## src/rtl/inst_fetch_unit.sv

```systemverilog
// Instruction-fetch front end: holds the PC, fetches one 16-bit word per handshake,
// presents it to the decoder and picks the next PC when the word is accepted.
module inst_fetch_unit #(
  parameter int                     WORD_SIZE = 16,
  parameter logic [WORD_SIZE-1:0]   RESET_PC  = '0,
  parameter int                     TGT_BITS  = 12
) (
  input  logic                 clk,
  input  logic                 reset,
  output logic                 mem_read,
  output logic [WORD_SIZE-1:0] mem_addr,
  input  logic [WORD_SIZE-1:0] mem_data,
  input  logic                 mem_ready,
  output logic [WORD_SIZE-1:0] inst,
  output logic                 inst_valid,
  input  logic                 inst_accept,
  input  logic                 pc_src1,
  input  logic                 pc_src2,
  input  logic [WORD_SIZE-1:0] jump_reg_val,
  output logic [WORD_SIZE-1:0] pc,
  output logic [WORD_SIZE-1:0] pc_plus1,
  output logic [WORD_SIZE-1:0] num_inst
);

  localparam logic [1:0] S_IDLE  = 2'd0;
  localparam logic [1:0] S_FETCH = 2'd1;
  localparam logic [1:0] S_HOLD  = 2'd2;

  localparam logic [WORD_SIZE-1:0] ONE = {{(WORD_SIZE-1){1'b0}}, 1'b1};

  logic [1:0]           r_state;
  logic [WORD_SIZE-1:0] r_pc;
  logic [WORD_SIZE-1:0] r_inst;
  logic                 r_inst_valid;
  logic                 r_mem_read;
  logic [WORD_SIZE-1:0] r_num_inst;

  logic [WORD_SIZE-1:0] w_pc_plus1;
  logic [WORD_SIZE-1:0] w_jump_tgt;
  logic [WORD_SIZE-1:0] w_next_pc;

  assign w_pc_plus1 = r_pc + ONE;
  // J-type target keeps the page bits of the current pc, not of pc+1.
  assign w_jump_tgt = {r_pc[WORD_SIZE-1:TGT_BITS], r_inst[TGT_BITS-1:0]};

  always_comb begin
    w_next_pc = w_pc_plus1;
    if (pc_src2)      w_next_pc = jump_reg_val;
    else if (pc_src1) w_next_pc = w_jump_tgt;
  end

  always_ff @(posedge clk) begin
    if (reset) begin
      r_state      <= S_IDLE;
      r_pc         <= RESET_PC;
      r_inst       <= '0;
      r_inst_valid <= 1'b0;
      r_mem_read   <= 1'b0;
      r_num_inst   <= '0;
    end else begin
      case (r_state)
        S_IDLE: begin
          r_state    <= S_FETCH;
          r_mem_read <= 1'b1;
        end
        S_FETCH: begin
          if (mem_ready) begin
            r_inst       <= mem_data;
            r_inst_valid <= 1'b1;
            r_mem_read   <= 1'b0;
            r_state      <= S_HOLD;
          end
        end
        S_HOLD: begin
          // Re-request on the accept edge so there is no bubble before the next fetch.
          if (inst_accept) begin
            r_pc         <= w_next_pc;
            r_num_inst   <= r_num_inst + ONE;
            r_inst_valid <= 1'b0;
            r_mem_read   <= 1'b1;
            r_state      <= S_FETCH;
          end
        end
        default: begin
          r_state    <= S_IDLE;
          r_mem_read <= 1'b0;
        end
      endcase
    end
  end

  assign mem_read   = r_mem_read;
  assign mem_addr   = r_pc;
  assign inst       = r_inst;
  assign inst_valid = r_inst_valid;
  assign pc         = r_pc;
  assign pc_plus1   = w_pc_plus1;
  assign num_inst   = r_num_inst;

endmodule
```

## config.mk

```make
export PLATFORM = sky130hd
export DESIGN_NAME = inst_fetch_unit
export DESIGN_NICKNAME = d
export VERILOG_FILES = /design/src/rtl/inst_fetch_unit.sv
export SDC_FILE = /design/constraint.sdc
export NUM_CORES = 1
export LEC_CHECK = 0
export BUFFER_PORTS_ARGS = -buffer_cell sky130_fd_sc_hd__buf_2
export CORE_AREA = 2 2 77 79
export CTS_CLUSTER_SIZE = 30
export DETAILED_ROUTE_END_ITERATION = 10
export DIE_AREA = 0 0 79 81
export HOLD_SLACK_MARGIN = 0.06
export MAX_ROUTING_LAYER = met4
export PLACE_DENSITY = 0.83
export REMOVE_ABC_BUFFERS = 1
export SLEW_MARGIN = 20
export SYNTH_ARGS = -nofsm -noshare
export SYNTH_HDL_FRONTEND = slang
export SYNTH_SLANG_ARGS = --single-unit
```

## constraint.sdc

```tcl
create_clock -name clk -period 3.2 [get_ports clk]
set_input_delay 0.16 -clock clk [delete_from_list [all_inputs] [get_ports clk]]
set_output_delay 0.16 -clock clk [all_outputs]
set_load 0.05 [all_outputs]
```

## Word-level counts from Yosys, hierarchy flattened

Cells that the tools add are included.

- Memories: 0
- Output and inout bits: 82
- Memory bits (read-only): 0
- Bits in latches: 0
- Logic and storage cells: 32
- Register bits after elaboration: 52
- Bits in writable memories: 0
- Bits of input ports: 38

- Muxes and demuxes: 11
- Divide/modulo/power cells: 0
- Reduce and logical (&&, ||, !) cells: 7
- $lt $le $gt $ge: 0
- Equal/unequal tests: 5
- Add/subtract/negate cells: 2
- Multiply operators: 0
- Shift operators: 0
- Bitwise operators: 0

Operators by type and width:

| operator | count |
|---|---|
| 16-bit by 1-bit adder with 16-bit output (second input constant) | 2 |
| 16-bit two-way mux | 2 |
| 2-bit one-hot mux with 3 select lines | 1 |
| 2-bit AND reduction | 3 |
| 3-bit AND reduction | 2 |
| 1-bit two-way mux | 4 |
| 2-bit two-way mux | 2 |
| 2-bit != test (second input constant) | 2 |
| 1-bit one-hot mux with 3 select lines | 1 |
| 2-bit by 1-bit == test with 1-bit output (second input constant) | 1 |
| 2-bit == test (second input constant) | 1 |
| 2-bit logical NOT | 1 |
| 2-bit by 1-bit != test with 1-bit output (second input constant) | 1 |
| 1-bit one-hot mux with 2 select lines | 1 |
| 2-bit nonzero test | 1 |

## Depth between registers and ports, before layout

- Depth after elaboration: 3
- Gate-level depth with buffers: 7
- Depth with buffers taken out: 5

## Least setup slack after synthesis

Ideal clock, no wire load.

- Kind: reg-to-output
- Start: reg r_pc[0], in the netlist mem_addr[0]
- End: out pc_plus1[6]
- Path slack: 0.648 ns
- Required time: 3.040 ns
- Arrival time: 2.392 ns
- Buffers on the path: 0
- Stages on the path, launching flop included: 5
- Path through: dfxtp_1 > ha_1 > nand3_1 > or2_2 > xnor2_1

- Cells in the longest elaborated chain, start to end: 1

Ends and longest elaborated chain:

| item | RTL line | source |
|---|---|---|
| from (decl) | 32 | `logic [WORD_SIZE-1:0] r_pc;` |
| from (signal assigned) | 77 | `r_pc <= w_next_pc;` |
| 16-bit by 1-bit adder with 16-bit output | 42 | `assign w_pc_plus1 = r_pc + ONE;` |
| to (decl) | 21 | `output logic [WORD_SIZE-1:0] pc_plus1,` |

Every way passes these cells.

## Worst setup path after layout

- Start: reg r_pc[2], in the netlist mem_addr[2]
- End: out pc_plus1[15]

The elaborated chain is that of the path after synthesis.

==> flow_metrics.py <==
metrics = {
    "timing": {
        "fin_worst_skew_ns": 0.00619,
        "layout_worst_path_cycle_share_pct": 74.6,
        "totalNegativeSetupSlack_ns": 0,
        "timing.final.crit_period_ns": 2.39,
        "final.setup.worst_slack_ns": 0.811,
        "final-setup-viol-count": 0,
        "max_slew.worst_pin.slew_ns": 0.665,
        "max-slew-margin-rel_pct": 55.6,
        "timing.fmax_ghz": 0.419,
        "timing.final.hold_violations": 0,
        "setup_repair_after_global_routing_missed_its_margin": "false",
        "drv_slew": 0,
    },
    "detailed_routing": {
        "drc_errors": 0,
        "drt_iter0_markers": 193,
        "vias": 2821,
        "firstDrtPassIters": 5,
        "antenna_violating_nets_post_route": 0,
        "detail_route.vias_per_cell": 5.46,
        "drt_wl_total_mm": 7.43,
        "drt-wirelength-per-cell_microns": 14.4,
    },
    "cts": {
        "cts.sinks": 51,
        "cts-htree-levels": 2,
        "path_clk_slew_ns": 0.09,
        "postCtsSetupRepairBufs": 0,
        "cts_inserted_buffers": 5,
        "worstSkewPairLatency_ns": 0.30,
        "clock-root-buffer": "sky130_fd_sc_hd__clkbuf_8",
        "cts-resized-gates": 0,
        "postCtsHoldBufs": 0,
        "clockBufferDepth": 2,
        "clock_tree_from_tritoncts": "yes",
    },
    "global_route": {
        "grt_antenna_before_repair": 0,
        "first_global_vias": 2434,
        "global_route.peak_usage_layer": "met2",
        "largest_net_degree_at_the_start_of_global_routing": 36,
        "grt_util_all_layers_pct": 22.9,
        "first_pass_grt_wire_length_mm": 11.4,
        "grt_overflow_total": 0,
        "gr-usage-met3_pct": 4.22,
        "global_route_met2_utilization_pct": 36.4,
        "globalRouteMet1Util_pct": 29.6,
    },
    "synthesis": {
        "synth_top_cell_by_area": "sky130_fd_sc_hd__dfxtp_1",
        "ys_warn_count": 0,
        "yosys.cell_types.count": 52,
        "synth_enable_flop_cells": 0,
        "synth.top_cells.by_area": "sky130_fd_sc_hd__dfxtp_1 (37%), sky130_fd_sc_hd__nand2_1 (9.1%), sky130_fd_sc_hd__a21oi_1 (6.3%), sky130_fd_sc_hd__xnor2_1 (4.4%), sky130_fd_sc_hd__buf_4 (4.3%)",
        "post_syn_area_sq_um": 2760,
        "ys_ff_latch": 51,
        "synthDominantCellAreaShare_pct": 37.0,
        "synth_cells": 353,
        "post_synth.cell_area_avg_sq_um": 7.82,
        "async_flop_share_pct": 0,
        "synth-seq-area-share_pct": 37.0,
        "ys.flop_type": "sky130_fd_sc_hd__dfxtp_1",
    },
    "placement": {
        "place.detailed.hpwl_mm": 5.34,
        "place_worst_setup_slack_ns": 1.16,
        "place.port_buffers": 119,
        "gpl.final_weighted_congestion": 0.965,
        "place_inst": 511,
    },
    "power": {
        "finalPower_uw": 1210,
        "power.density_nw_per_um2": 367,
        "p_leak_uw": 0.00153,
        "vdd_ir_drop_max_v": 0.000243,
    },
    "job": {
        "max_cap_violation_count": 0,
    },
    "setup_path": {
        "critical_path_peak_fanout": 9,
        "rr_worst_depth": 5,
        "critical_path.slowest_cell": "sky130_fd_sc_hd__dfxtp_1",
        "criticalPathCategory": "reg -> out",
        "critPathCapture": "pc_plus1[15]",
        "timing.critical_path.to_type": "output pin",
        "max_incr_delay_on_cp_ns": 0.52,
        "critical_path.reg2reg.startpoint": "mem_addr[0]",
        "path_common_cell": "sky130_fd_sc_hd__or3_1",
        "critical_path.startpoint": "mem_addr[2]",
        "worst_ep_required_time_ns": 3.04,
        "critical_path_arrival_ns": 2.23,
        "critical_path.startpoint_type": "flop",
        "critical_path.reg2reg.endpoint": "mem_addr[10]",
        "r2r_setup_slack_ns": 1.23,
        "crit_chain": "nand4_4 > or3_1 > or3_1 > nand2_1 > buf_2",
    },
    "floorplan": {
        "floorplan.die.width_microns": 79,
        "fp.dieArea_sq_um": 6400,
        "core-area_sq_um": 5680,
        "die_h_microns": 81,
        "floorplan.initialDensity_pct": 48.7,
        "pin_count": 120,
        "fp-row-count": 28,
    },
    "finish": {
        "syn_to_final_growth_pct": 19.7,
        "filler_cell_count": 549,
        "layoutNonFillerInstCount": 517,
        "n_antenna_cell": 0,
        "fraction_of_layout_cells_with_a_size_suffix_above_1_pct": 31.2,
        "nNetsFinal": 483,
    },
    "run_status": {
        "run_status": "finished clean",
    },
    "min_path": {
        "min-delay-path-class": "in -> reg",
    },
}
## placed cells by master (no fill, tap or decap), types with 3 or more instances in the layout
cell type / count
sky130_fd_sc_hd__a32o_1: 3
sky130_fd_sc_hd__a31oi_1: 3
sky130_fd_sc_hd__and3_1: 4
sky130_fd_sc_hd__xnor2_1: 14
sky130_fd_sc_hd__nor3_1: 9
sky130_fd_sc_hd__nand3_1: 9
sky130_fd_sc_hd__o21ai_0: 16
sky130_fd_sc_hd__clkbuf_8: 5
sky130_fd_sc_hd__buf_2: 119
sky130_fd_sc_hd__nor2_1: 21
sky130_fd_sc_hd__o22a_1: 3
sky130_fd_sc_hd__xor2_1: 9
sky130_fd_sc_hd__a21oi_1: 35
sky130_fd_sc_hd__inv_1: 10
sky130_fd_sc_hd__nand2_1: 67
sky130_fd_sc_hd__nand4_1: 5
sky130_fd_sc_hd__o311a_1: 4
sky130_fd_sc_hd__dfxtp_1: 51
sky130_fd_sc_hd__or2_2: 4
sky130_fd_sc_hd__or3_1: 5
sky130_fd_sc_hd__nor4_1: 8
## cell type report
class | instances | area, sq um | area share, %
multi-input combinational | 254 | 1470 | 44.5
sequential | 51 | 1020 | 30.9
timing repair buffer | 121 | 611 | 18.5
tap | 75 | 93.8 | 2.84
clock buffer | 6 | 72.6 | 2.20
inverter | 10 | 37.5 | 1.14
## worst max-delay path: cells and delay by family (launching register included)
| family | cells | cell delay [ns] |
|---|---|---|
| DFF | 1 | 0.52 |
| and+or+nand+nor | 4 | 1.14 |
| buffers and inverters | 1 | 0.26 |
## flip-flops by register name, summed over array words and instances, names as in the netlist
name / flops
mem_addr: 16
inst_valid: 1
inst: 16
r_state: 2
num_inst: 16
## synthesized netlist by cell type, types with 5 or more instances
library cell and number:
sky130_fd_sc_hd__nor3_1 9, sky130_fd_sc_hd__buf_4 16, sky130_fd_sc_hd__a21oi_1 35, sky130_fd_sc_hd__nor4_1 8, sky130_fd_sc_hd__inv_1 10, sky130_fd_sc_hd__or3_1 5, sky130_fd_sc_hd__nand2_1 67, sky130_fd_sc_hd__dfxtp_1 51
sky130_fd_sc_hd__nor2_1 22, sky130_fd_sc_hd__xnor2_1 14, sky130_fd_sc_hd__o21ai_0 16, sky130_fd_sc_hd__nand4_1 5, sky130_fd_sc_hd__xor2_1 9, sky130_fd_sc_hd__clkbuf_1 14, sky130_fd_sc_hd__nand3_1 9
## power breakdown
| group | internal [uW] | switching [uW] |
|---|---|---|
| Combinational | 56.5 | 148 |
| Sequential | 650 | 15.1 |
| Clock | 146 | 198 |
| Total | 853 | 361 |
## metal layers
| metal | wire length (microns) | up-vias |
|---|---|---|
| li1 | - | 1388 |
| met3 | 493 | 14 |
| met5 | 0 | - |
| met1 | 3260 | 1306 |
| met4 | 184 | 0 |
| met2 | 3480 | 113 |
## logic make-up (layout without fill, tap and decap cells)
| logic type | after synthesis | count (layout) | synth area share [%] |
|---|---|---|---|
| simple gates | 148 | 148 | 25.9 |
| compound gates | 78 | 78 | 17.9 |
| flops | 51 | 51 | 37.0 |
| buf+inv | 48 | 137 | 9.92 |
| xor+xnor | 23 | 23 | 7.30 |
| mux | 3 | 3 | 1.13 |
| fa+ha+maj | 2 | 2 | 0.906 |
## worst min path at each step
stage,start,endpoint,cells after the start
finish,mem_data[4],inst[4],3
global route,mem_data[9],inst[9],3
CTS,mem_data[3],inst[3],3
detailed placement,mem_data[0],inst[0],3
global placement,mem_data[4],inst[4],3
floorplan,reset,inst[0],1
## per-stage QoR
| step | utilization, % | area, sq um | hold WS [ns] |
|---|---|---|---|
| after global placement | 56.9 | 3230 | 0.401 |
| after floorplan | - | 2520 | 0.229 |
| after detailed placement | 56.9 | 3230 | 0.408 |
| after global routing | 58.2 | 3300 | 0.0974 |
| final | 58.2 | 3300 | 0.0912 |
| after CTS | 58.2 | 3300 | 0.0864 |
No activity file was read; power rests on OpenSTA's default activity.
